<file path="src/rtl/ce_lsr_gen.sv">
// ce_lsr_gen: clock-enable / local set-reset generator for CE_OVER_LSR register banks.
//
// A free-running prescaler produces a one-cycle clock-enable strobe (SP_O)
// every div_q+1 cycles. A small FSM holds the local reset (SR_O) high for
// exactly HOLD_TICKS enable pulses after global reset or after a clear
// request. Downstream cells therefore see SP&SR together on HOLD_TICKS edges.
//
// Ports:
//   CK       in   clock, all logic on rising edge
//   SR       in   synchronous active-high reset, overrides everything
//   DIV      in   prescale value, enable period = DIV+1 cycles (sampled at wrap)
//   CLR_REQ  in   request to re-run the local-reset sequence (only honoured in RUN)
//   SP_O     out  registered one-cycle clock-enable strobe
//   SR_O     out  registered local set/reset
//   BUSY     out  high while a hold (reset or clear) sequence is in progress
//   DONE     out  one-cycle pulse when a hold sequence completes
module ce_lsr_gen #(
  parameter int DIV_W      = 8,
  parameter int HOLD_TICKS = 4
) (
  input  logic             CK,
  input  logic             SR,
  input  logic [DIV_W-1:0] DIV,
  input  logic             CLR_REQ,
  output logic             SP_O,
  output logic             SR_O,
  output logic             BUSY,
  output logic             DONE
);

  typedef enum logic [1:0] {
    ST_HOLD  = 2'd0,
    ST_RUN   = 2'd1,
    ST_CLEAR = 2'd2
  } state_t;

  localparam logic [7:0] HOLD_LAST = 8'(HOLD_TICKS - 1);

  // Initialisers mirror the reset state so simulation starts sane before SR.
  // div_q cannot copy DIV at power-up, so it starts at zero until the first SR.
  logic [DIV_W-1:0] cnt_q   = '0;
  logic [DIV_W-1:0] div_q   = '0;
  logic             sp_q    = 1'b0;
  logic             sr_q    = 1'b1;
  logic             busy_q  = 1'b1;
  logic             done_q  = 1'b0;
  logic [7:0]       hcnt_q  = 8'd0;
  state_t           state_q = ST_HOLD;

  logic [DIV_W-1:0] cnt_d;
  logic [DIV_W-1:0] div_d;
  logic             sp_d;
  logic             sr_d;
  logic             busy_d;
  logic             done_d;
  logic [7:0]       hcnt_d;
  state_t           state_d;

  // Prescaler: DIV is only sampled at the wrap, so mid-period changes take
  // effect from the following period. It never restarts on CLEAR.
  always_comb begin
    cnt_d = cnt_q + DIV_W'(1);
    div_d = div_q;
    sp_d  = 1'b0;
    if (cnt_q == div_q) begin
      cnt_d = '0;
      div_d = DIV;
      sp_d  = 1'b1;
    end
  end

  // Hold FSM: counts registered enable pulses, so the pulse that completes
  // the count is the last edge on which downstream cells see SP&SR together.
  always_comb begin
    state_d = state_q;
    hcnt_d  = hcnt_q;
    done_d  = 1'b0;
    unique case (state_q)
      ST_HOLD, ST_CLEAR: begin
        // CLR_REQ is deliberately not looked at here: no queuing.
        if (sp_q) begin
          if (hcnt_q == HOLD_LAST) begin
            state_d = ST_RUN;
            hcnt_d  = 8'd0;
            done_d  = 1'b1;
          end else begin
            hcnt_d = hcnt_q + 8'd1;
          end
        end
      end
      ST_RUN: begin
        if (CLR_REQ) begin
          state_d = ST_CLEAR;
          hcnt_d  = 8'd0;
        end
      end
      default: begin
        state_d = ST_HOLD;
        hcnt_d  = 8'd0;
      end
    endcase
    sr_d   = (state_d != ST_RUN);
    busy_d = (state_d != ST_RUN);
  end

  always_ff @(posedge CK) begin
    if (SR) begin
      cnt_q   <= '0;
      div_q   <= DIV;
      sp_q    <= 1'b0;
      sr_q    <= 1'b1;
      busy_q  <= 1'b1;
      done_q  <= 1'b0;
      hcnt_q  <= 8'd0;
      state_q <= ST_HOLD;
    end else begin
      cnt_q   <= cnt_d;
      div_q   <= div_d;
      sp_q    <= sp_d;
      sr_q    <= sr_d;
      busy_q  <= busy_d;
      done_q  <= done_d;
      hcnt_q  <= hcnt_d;
      state_q <= state_d;
    end
  end

  assign SP_O = sp_q;
  assign SR_O = sr_q;
  assign BUSY = busy_q;
  assign DONE = done_q;

endmodule

</file>
<file path="config.mk">
export PLATFORM = sky130hd
export DESIGN_NAME = ce_lsr_gen
export DESIGN_NICKNAME = d
export VERILOG_FILES = /design/src/rtl/ce_lsr_gen.sv
export SDC_FILE = /design/constraint.sdc
export NUM_CORES = 1
export LEC_CHECK = 0
export BUFFER_PORTS_ARGS = -buffer_cell sky130_fd_sc_hd__buf_2
export CAP_MARGIN = 20
export CORE_MARGIN = 2
export CORE_UTILIZATION = 59
export DETAILED_ROUTE_END_ITERATION = 8
export PLACE_DENSITY = 0.88
export SYNTH_ARGS = -nofsm -noshare
export SYNTH_HDL_FRONTEND = slang
export SYNTH_SLANG_ARGS = --single-unit
</file>
<file path="constraint.sdc">
create_clock -name CK -period 4.2 [get_ports CK]
set_input_delay 0.63 -clock CK [delete_from_list [all_inputs] [get_ports CK]]
set_output_delay 0.63 -clock CK [all_outputs]
set_load 0.01 [all_outputs]
</file>
==> out/metrics.cfg, run 1 <==
[status]
status=finished clean

[final_layout]
antenna-diode-count=0
seqCellArea_um2=661
fillers=182
layout.cells.non_filler=163
areaGrowthSynthToFinish_pct=11.0
multiInputGateArea_um2=532
drive_gt1_frac=0.184
final_net_count=148

[logic_synthesis]
asyncSetResetFlopFracSynth=0
leading_cell_types_by_total_area_after_synthesis=sky130_fd_sc_hd__dfxtp_1 35%, sky130_fd_sc_hd__edfxtp_1 20%, sky130_fd_sc_hd__xor2_1 9.4%
synth_compound_area_frac=0.0721
synthesized_netlist_net_count=130
yosys-mux-area-fraction=0
post_synth_and_or_nand_nor_area_fraction=0.201
post_synth_xor_area_fraction=0.144
netlist_area_mm2=0.00121
count_of_distinct_cell_types_in_the_synthesized_netlist=29
synth_cells=117
number_of_enable_type_register_cells_in_the_synthesized_netlist=8
ys.warnings.count=0
seq_area_frac_synth=0.544
synth_fa_ha_area_frac=0.0206
post_synth_most_frequent_cells=25 x sky130_fd_sc_hd__nor2_1, 21 x sky130_fd_sc_hd__dfxtp_1, 13 x sky130_fd_sc_hd__xor2_1
post_synth.cell_area_avg_um2=10.4
post-synth-top-area-cell=sky130_fd_sc_hd__dfxtp_1
synthDominantCellAreaShare=0.346
synth_seq_cells=29
synthMostInstantiatedCell=sky130_fd_sc_hd__nor2_1
synth_top_family_by_area=simple AND/OR/NAND/NOR gates
postSynth.topFlopCell=sky130_fd_sc_hd__dfxtp_1

[setup_path]
gate_family_responsible_for_the_most_delay_along_the_worst_path=simple AND/OR/NAND/NOR gates
path_depth=4
setup.reg_to_reg.worst_slack_ns=2.57
worst_path_max_delay_cell=sky130_fd_sc_hd__or4_4
worstSetupStartpoint=state_q[0]
worst_ep_required_time_ns=4.45
type_of_element_launching_the_critical_path=flip-flop
cp_cell_sequence=nor3b_2, or2_0, or4_4, a21oi_2
path_max_fanout=11
worstPathArrival_ns=1.88
timing_worst_setup_path_type=reg -> reg
worst_r2r_path_depth=4
cp-endpoint=hcnt_q[7]
cp.buffers_inverters=0
worst_setup_path_end_kind=flip-flop
regToRegStartpoint=state_q[0]
cp_peak_stage_delay_ns=0.52
reg2reg_to=hcnt_q[7]

[placed_design]
dpl.hpwl_um=1360
placed_cells_incl_taps=155
io_buffer_count=14
placement.setup.worst_slack_ns=2.37
routabilityCongestion=0.802

[grt]
track_usage=0.180
via_count_of_the_first_global_routing_pass=865
grt_overflow=0
grt_pass1_wl_um=3260
antenna_found_initial=0
largest_net_degree_at_the_start_of_global_routing=17

[pwr]
power-per-cell-area_mw_per_mm2=349
worst_vdd_ir_mv=0.232
leak_pwr_nw=0.532

[cts]
post_cts_buffers=0
tritoncts_num_sinks=29
cts-resized-gates=0
cts-hold-fix-buffers=0
library_cell_used_as_clock_root_buffer=sky130_fd_sc_hd__clkbuf_4
ctsHtreeMaxLevel=2
cts-root-to-sink-buffers=2
number_of_buffers_created_by_cts=5
source_to_sink_clock_delay_at_the_later_pin_of_the_worst_skew_pair_ns=0.31
cts_tree=yes
clock_edge_transition_at_the_registers_on_the_reported_setup_and_hold_paths_ns=0.08

[timing]
fin_skew_ns=0.00282
rsz0062_at_grt=false
relative_slew_slack=0.575
final_period_minus_worst_setup_slack_ns=1.63
max_clock_freq_mhz=615
final_number_of_max_transition_violations=0
worstMarginPinSlew_ns=0.635
finalWorstSetupSlack_ns=2.57
accumulated_negative_setup_slack_ns=0
timing.final.setup_violations=0
final-hold-violation-count=0
final.period_utilization=0.387

[route]
wl_met2_um=981
route.detailed.vias_per_inst=5.26
highest-signal-layer=met4
finalWirelength_um=1820
drt_drc_violations_left=0
detail-route-antenna-nets=0
wl_met1_um=717
drt-pass1-iter-count=4
met3_wirelength_um=91
route.vias.total=858
wl_per_cell_um=11.2
drt-initial-drc-count=15

[hold_path]
hold_path.class=in -> reg
min-delay-start=DIV[5]

[floorplanning]
dieWidth_um=49.4
dieHeight_um=49.4
die-area_mm2=0.00244
initial_core_util=0.619
num_io_pins=15
number_of_placement_rows=16
core_area_mm2=0.00196

[job]
max_cap_viol_count=0

==> worst min path at each step <==
stage | cells after the start | slack [ns] | end
CTS | 1 | 0.47 | div_q[5]
global route | 1 | 0.47 | div_q[0]
global placement | 2 | 0.48 | hcnt_q[7]
finish | 1 | 0.48 | div_q[5]
floorplan | 1 | 0.46 | cnt_q[0]
detailed placement | 2 | 0.51 | hcnt_q[7]
==> sequential cells by signal, summed over array words and instances, names as in the netlist <==
register,cells
cnt_q,8
div_q,8
DONE,1
SP_O,1
BUSY,1
state_q,2
hcnt_q,8
==> worst register-to-register path, delay by kind of cell, from the launching register on <==
| kind | cells | cell delay (ns) |
|---|---|---|
| AND/OR/NAND/NOR | 3 | 1.04 |
| AO/OA/AOI/OAI | 1 | 0.14 |
| flip-flops | 1 | 0.38 |
==> routing by layer <==
metal / vias up / track usage
met5: - / 0
met4: 0 / 0.0972
met3: 3 / 0.0644
met2: 17 / 0.322
met1: 401 / 0.179
li1: 437 / -
==> cells in the final DEF, fill, tap and decap left out <==
| cell type | n |
|---|---|
| sky130_fd_sc_hd__clkbuf_1 | 3 |
| sky130_fd_sc_hd__nor2_1 | 25 |
| sky130_fd_sc_hd__a21oi_1 | 2 |
| sky130_fd_sc_hd__a41o_1 | 1 |
| sky130_fd_sc_hd__o21bai_2 | 1 |
| sky130_fd_sc_hd__clkbuf_4 | 5 |
| sky130_fd_sc_hd__dfxtp_1 | 21 |
| sky130_fd_sc_hd__or2_0 | 1 |
| sky130_fd_sc_hd__o21ai_2 | 1 |
| sky130_fd_sc_hd__a41oi_1 | 1 |
| sky130_fd_sc_hd__xnor2_1 | 7 |
| sky130_fd_sc_hd__and3_1 | 2 |
| sky130_fd_sc_hd__nor3b_2 | 1 |
| sky130_fd_sc_hd__nand4_1 | 4 |
| sky130_fd_sc_hd__o21ba_2 | 1 |
| sky130_fd_sc_hd__o21bai_1 | 1 |
| sky130_fd_sc_hd__a21oi_2 | 1 |
| sky130_fd_sc_hd__xor2_1 | 13 |
| sky130_fd_sc_hd__buf_2 | 14 |
| sky130_fd_sc_hd__nand3_1 | 5 |
| sky130_fd_sc_hd__nor4_1 | 1 |
| sky130_fd_sc_hd__o31ai_1 | 1 |
| sky130_fd_sc_hd__edfxtp_1 | 8 |
| sky130_fd_sc_hd__inv_1 | 1 |
| sky130_fd_sc_hd__or4_4 | 1 |
| sky130_fd_sc_hd__nor3_1 | 5 |
| sky130_fd_sc_hd__nor3b_1 | 1 |
| sky130_fd_sc_hd__ha_1 | 2 |
| sky130_fd_sc_hd__o21ai_0 | 1 |
| sky130_fd_sc_hd__nand2_1 | 5 |
==> stage by stage <==
| step | instance area (µm²) | utilization | power (mW) | hold WS, ns |
|---|---|---|---|---|
| after floorplan | 1210 | - | 0.320 | 0.459 |
| after global placement | 1300 | 0.663 | 0.328 | 0.476 |
| after detailed placement | 1300 | 0.663 | 0.329 | 0.508 |
| after CTS | 1350 | 0.688 | 0.478 | 0.474 |
| after global routing | 1350 | 0.688 | 0.498 | 0.471 |
| final | 1350 | 0.688 | 0.471 | 0.485 |
==> power by group <==
| part | internal, mW | leakage [nW] | switching [mW] | total, mW |
|---|---|---|---|---|
| Combinational | 0.0101 | 0.257 | 0.0116 | 0.0217 |
| Clock | 0.0665 | 0.0265 | 0.0829 | 0.149 |
| Sequential | 0.295 | 0.248 | 0.00555 | 0.300 |
| Total | 0.371 | 0.532 | 0.100 | 0.471 |
==> kinds of logic (layout without fill, tap and decap cells) <==
group	after synthesis	in the layout
adders and majority gates	2	2
xor gates and xnor gates	20	20
DFF	29	29
AOI/OAI and AO/OA	11	11
buffers and inverters	4	23
and+or+nand+nor	51	51
==> cell type report <==
type,instances,area share
clock buffer,8,0.0362
inverter,1,0.00278
multi-input combinational,84,0.394
sequential,29,0.490
tap,27,0.0250
timing repair buffer,14,0.0519
(Power assumes the default switching activity.)
==> inputs of run 2 (changes only) <==
--- a/config.mk
+++ b/config.mk
@@ -8,9 +8,9 @@
 export BUFFER_PORTS_ARGS = -buffer_cell sky130_fd_sc_hd__buf_2
 export CAP_MARGIN = 20
 export CORE_MARGIN = 2
-export CORE_UTILIZATION = 59
+export CORE_UTILIZATION = 55
 export DETAILED_ROUTE_END_ITERATION = 8
-export PLACE_DENSITY = 0.88
+export PLACE_DENSITY = 0.83
 export SYNTH_ARGS = -nofsm -noshare
 export SYNTH_HDL_FRONTEND = slang
 export SYNTH_SLANG_ARGS = --single-unit
==> constraint.sdc (replaced) <==
create_clock -name CK -period 1.5 [get_ports CK]
set_input_delay 0.225 -clock CK [delete_from_list [all_inputs] [get_ports CK]]
set_output_delay 0.225 -clock CK [all_outputs]
set_load 0.01 [all_outputs]
==> run 2 against run 1 <==
Effect of this change:
- critical path depth stayed put
- combinational power grew to 3.4 times the previous value
- design area is 7.4% higher
- worst hold slack worse by 0.42 ns
- power grew to 3.0 times the previous value
- clock power grew to 3.4 times the previous value
- sequential power grew to 2.8 times the previous value
- first-iteration DRC count is 6.7% higher
- non-clock buffer count is 7 higher
- setup slack worse by 2.5 ns
==> out/metrics.cfg, run 2 (synthesis results as in run 1) <==
[timing]
final_number_of_max_transition_violations=0
fin_skew_ns=0.00778
timing.final.setup_violations=0
final-hold-violation-count=0
worstMarginPinSlew_ns=0.300
final_period_minus_worst_setup_slack_ns=1.46
accumulated_negative_setup_slack_ns=0
max_clock_freq_mhz=685
finalWorstSetupSlack_ns=0.0394
relative_slew_slack=0.797
final.period_utilization=0.974

[placed_design]
routabilityCongestion=0.774
dpl.hpwl_um=1600
placement.setup.worst_slack_ns=-0.00906
io_buffer_count=14
placed_cell_area_mm2=0.00137

[grt]
largest_net_degree_at_the_start_of_global_routing=14
antenna_found_initial=0
track_usage=0.203
grt_pass1_wl_um=3600
via_count_of_the_first_global_routing_pass=868
grt_overflow=0

[route]
drt-initial-drc-count=16
detail-route-antenna-nets=0
drt-pass1-iter-count=4
finalWirelength_um=2210
drt_drc_violations_left=0
route.detailed.vias_per_inst=5.39
route.vias.total=922
wl_per_cell_um=12.9

[final_layout]
areaGrowthSynthToFinish_pct=19.3
reg_top3=cnt_q (8), div_q (8), hcnt_q (8)
mostFrequentLayoutCell=sky130_fd_sc_hd__nor2_1
antenna-diode-count=0
layout.cells.most_common_list=25 x sky130_fd_sc_hd__nor2_1, 19 x sky130_fd_sc_hd__dfxtp_1, 14 x sky130_fd_sc_hd__buf_2, 13 x sky130_fd_sc_hd__xor2_1, 8 x sky130_fd_sc_hd__edfxtp_1
drive_gt1_frac=0.266
fillers=167
final_net_count=155
finalInstanceArea_mm2=0.00145

[cts]
number_of_buffers_created_by_cts=5
clock_edge_transition_at_the_registers_on_the_reported_setup_and_hold_paths_ns=0.09
library_cell_used_as_clock_root_buffer=sky130_fd_sc_hd__clkbuf_4
cts_tree=yes
cts-hold-fix-buffers=0
tritoncts_num_sinks=29
cts-root-to-sink-buffers=2
source_to_sink_clock_delay_at_the_later_pin_of_the_worst_skew_pair_ns=0.33
post_cts_buffers=0
ctsHtreeMaxLevel=2

[hold_path]
whs_endpoint=div_q[6]
min-delay-start=DIV[6]
hold_path.class=in -> reg
hold-path-cell-count=1

[status]
status=finished clean

[floorplanning]
number_of_placement_rows=17
initial_core_util=0.566
num_io_pins=15
dieWidth_um=51
core_area_mm2=0.00215
dieHeight_um=51
die-area_mm2=0.00260

[setup_path]
cp_peak_stage_delay_ns=0.52
worst_ep_required_time_ns=1.77
type_of_element_launching_the_critical_path=flip-flop
timing_worst_setup_path_type=reg -> reg
setup.reg_to_reg.worst_slack_ns=0.04
cp_cell_sequence=nor3b_2, or2_0, or4_4, a21oi_2
path_max_fanout=5
gate_family_responsible_for_the_most_delay_along_the_worst_path=simple AND/OR/NAND/NOR gates
worstPathArrival_ns=1.73
regToRegStartpoint=state_q[0]
worst_r2r_path_depth=4
cp.buffers_inverters=0
path_depth=4
reg2reg_to=hcnt_q[7]
worst_setup_path_end_kind=flip-flop
worst_path_max_delay_cell=sky130_fd_sc_hd__or4_4

[pwr]
power-per-cell-area_mw_per_mm2=981
worst_vdd_ir_mv=0.566
post-layout-total-power_mw=1.42
leak_pwr_nw=0.593

[job]
max_cap_viol_count=0

run 2: cell count changes in the layout (fill, tap and decap cells not counted):
cell / delta
sky130_fd_sc_hd__buf_4: +6
sky130_fd_sc_hd__clkbuf_8: +1
sky130_fd_sc_hd__clkinv_2: +1
sky130_fd_sc_hd__buf_12: +1
sky130_fd_sc_hd__dfxtp_1: -2
sky130_fd_sc_hd__clkbuf_1: -3
sky130_fd_sc_hd__nor4_4: +1
sky130_fd_sc_hd__dfxtp_2: +2
sky130_fd_sc_hd__nor4_1: -1
sky130_fd_sc_hd__clkinv_4: +1
run 2: timing repair:
action	CTS	global route
setup endpoints to repair	8	4
resized for setup	1	3
pin swaps	0	0
hold endpoints to repair	0	0
run 2: per-layer routing:
layer / GRT usage / vias up / share of wire
met4: 0.149 / 0 / 0.022
met2: 0.359 / 23 / 0.55
met1: 0.185 / 441 / 0.38
met3: 0.0789 / 4 / 0.054
met5: 0 / - / 0
li1: - / 454 / -
run 2: layout make-up:
| cell class | instances | area (µm²) | area share |
|---|---|---|---|
| timing repair buffer | 21 | 135 | 0.0933 |
| tap | 28 | 35.0 | 0.0242 |
| clock inverter | 2 | 13.8 | 0.00950 |
| sequential | 29 | 663 | 0.458 |
| inverter | 1 | 3.75 | 0.00259 |
| multi-input combinational | 84 | 547 | 0.377 |
| clock buffer | 6 | 51.3 | 0.0354 |
run 2: power breakdown:
part | switching, mW | leakage (nW) | internal, mW
Sequential | 0.0154 | 0.249 | 0.825
Clock | 0.279 | 0.0382 | 0.228
Combinational | 0.0361 | 0.306 | 0.0372
Total | 0.330 | 0.593 | 1.09
run 2: worst max path at each step:
| stage | startpoint | to | slack [ns] |
|---|---|---|---|
| final | state_q[0] | hcnt_q[7] | 0.04 |
| after global routing | hcnt_q[2] | hcnt_q[7] | -0.006 |
| after CTS | state_q[0] | hcnt_q[7] | 0.01 |
| after detailed placement | hcnt_q[5] | hcnt_q[2] | -0.009 |
| after global placement | state_q[0] | hcnt_q[7] | 0.08 |
| after floorplan | SP_O | hcnt_q[7] | 0.07 |
run 2: worst reg2reg max path, stage by stage, from the launching register on:
cell                      delay (ns)
sky130_fd_sc_hd__dfxtp_2        0.36
sky130_fd_sc_hd__nor3b_2        0.16
sky130_fd_sc_hd__or2_0          0.24
sky130_fd_sc_hd__or4_4          0.52
sky130_fd_sc_hd__a21oi_2        0.14
run 2: stage by stage:
step / instances / hold WS [ns] / utilization
floorplan: 117 / 0.297 / -
global placement: 163 / 0.401 / 0.636
detailed placement: 163 / 0.403 / 0.636
CTS: 171 / 0.0441 / 0.669
global route: 171 / 0.0264 / 0.674
finish: 171 / 0.0623 / 0.674
==> inputs of run 3 (changes only) <==
--- a/config.mk
+++ b/config.mk
@@ -7,6 +7,7 @@
 export LEC_CHECK = 0
 export BUFFER_PORTS_ARGS = -buffer_cell sky130_fd_sc_hd__buf_2
 export CAP_MARGIN = 20
+export CORE_ASPECT_RATIO = 0.75
 export CORE_MARGIN = 2
 export CORE_UTILIZATION = 55
 export DETAILED_ROUTE_END_ITERATION = 8
==> run 3 against run 2 <==
Effect of this change:
- via count up 2.0%
- power down 0.80%
- largest cell class unchanged
- global-route usage is 0.87 points higher
- register-to-register slack got worse by 0.02 ns
- combinational power rose by 8.2%
- critical path depth up 1
- fmax decreased by 1.1%
==> out/metrics.cfg, run 3 (synthesis results as in run 1) <==
[grt]
antenna_found_initial=0
grt_overflow=0
track_usage=0.212
grt_pass1_wl_um=3910
largest_net_degree_at_the_start_of_global_routing=17
via_count_of_the_first_global_routing_pass=931

[placed_design]
placed_cells_incl_taps=163
io_buffer_count=14
routabilityCongestion=0.821
placed_cell_area_mm2=0.00139
dpl.hpwl_um=1730

[final_layout]
drive_gt1_frac=0.277
final_net_count=160
layout.cells.most_common_list=25 x sky130_fd_sc_hd__nor2_1, 20 x sky130_fd_sc_hd__dfxtp_1, 14 x sky130_fd_sc_hd__buf_2, 13 x sky130_fd_sc_hd__xor2_1, 11 x sky130_fd_sc_hd__buf_4
antenna-diode-count=0
fillers=153
areaGrowthSynthToFinish_pct=21.0
layout.cells.non_filler=172
finalInstanceArea_mm2=0.00147
mostFrequentLayoutCell=sky130_fd_sc_hd__nor2_1
reg_top3=cnt_q (8), div_q (8), hcnt_q (8)

[route]
detail-route-antenna-nets=0
drt-initial-drc-count=34
finalWirelength_um=2410
wl_per_cell_um=14.0
drt-pass1-iter-count=4
route.vias.total=940
drt_drc_violations_left=0
route.detailed.vias_per_inst=5.47

[setup_path]
cp_cell_sequence=nor3b_2, or2_1, buf_4, o31ai_1, a21oi_2
worstPathArrival_ns=1.69
worst_setup_path_end_kind=flip-flop
type_of_element_launching_the_critical_path=flip-flop
cp_peak_stage_delay_ns=0.38
path_max_fanout=5
worst_ep_required_time_ns=1.72
worst_path_max_delay_cell=sky130_fd_sc_hd__o31ai_1
timing_worst_setup_path_type=reg -> reg

[floorplanning]
die-area_mm2=0.00260
dieHeight_um=44.7
num_io_pins=15
initial_core_util=0.593
dieWidth_um=58.3
number_of_placement_rows=14
core_area_mm2=0.00205

[timing]
final_period_minus_worst_setup_slack_ns=1.48
timing.final.setup_violations=0
final_number_of_max_transition_violations=0
accumulated_negative_setup_slack_ns=0
fin_worst_hold_slack_ns=0.0649
worstMarginPinSlew_ns=0.384
max_clock_freq_mhz=677
relative_slew_slack=0.742
final.period_utilization=0.984
final-hold-violation-count=0
fin_skew_ns=0.00529

[pwr]
leak_pwr_nw=0.602
worst_vdd_ir_mv=0.693
power-per-cell-area_mw_per_mm2=959

[cts]
clock_edge_transition_at_the_registers_on_the_reported_setup_and_hold_paths_ns=0.09
ctsHtreeMaxLevel=2
cts-root-to-sink-buffers=2
source_to_sink_clock_delay_at_the_later_pin_of_the_worst_skew_pair_ns=0.33
library_cell_used_as_clock_root_buffer=sky130_fd_sc_hd__clkbuf_4
number_of_buffers_created_by_cts=5
cts_tree=yes
cts-hold-fix-buffers=0
tritoncts_num_sinks=29

[status]
status=finished clean

[job]
max_cap_viol_count=0

[hold_path]
hold_path.class=in -> reg

-- run 3: cell count changes in the layout (fill, tap and decap cells not counted), sizes merged --
cell    before  now
clkbuf       6    8
buf         21   26
clkinv       2    0
-- run 3: final timing paths --
path / start / endpoint / slack, ns / cells past startpoint
max: state_q[0] / hcnt_q[7] / 0.02 / 5
min: DIV[0] / div_q[0] / 0.06 / 1
max reg2reg: state_q[0] / hcnt_q[7] / 0.02 / 5
min reg2reg: cnt_q[7] / cnt_q[7] / 0.54 / 2
-- run 3: final cells by class --
type	instances	area (µm²)	share of cell area
clock buffers	8	58.8	0.0400
inverters	1	3.75	0.00255
multi-input cells	84	541	0.368
flip-flops and latches	29	664	0.452
well taps	24	30.0	0.0204
repair buffers	26	173	0.117
-- run 3: metrics by stage --
step / util / worst slack (ns) / total power [mW]
finish: 0.717 / 0.0236 / 1.41
global placement: 0.679 / 0.0723 / 0.933
floorplan: - / 0.0681 / 0.896
CTS: 0.708 / 0.00412 / 1.42
global route: 0.717 / -0.00796 / 1.46
detailed placement: 0.679 / -0.00550 / 0.937
-- run 3: repair_timing --
action,4_1_cts,5_1_grt
gates resized for setup,2,3
buffers inserted,0,1
pin swaps,0,1
endpoints found under the setup margin,1,8
cloned,0,0
-- run 3: layer usage --
| layer | GRT usage | wire length (µm) |
|---|---|---|
| met1 | 0.250 | 1100 |
| met2 | 0.355 | 1150 |
| met3 | 0.0688 | 126 |
| met4 | 0.0977 | 33 |
| met5 | 0 | 0 |
-- run 3: worst max-delay path, delay by kind of cell, from the launching register on --
family                 cells  cell delay, ns
DFF                        1            0.37
AOI/OAI and AO/OA          2            0.47
and+or+nand+nor            2            0.38
buffers and inverters      1            0.14
-- run 3: power breakdown --
| group | switching, mW | internal, mW |
|---|---|---|
| combinational | 0.0395 | 0.0398 |
| clock | 0.261 | 0.231 |
| sequential | 0.0149 | 0.823 |
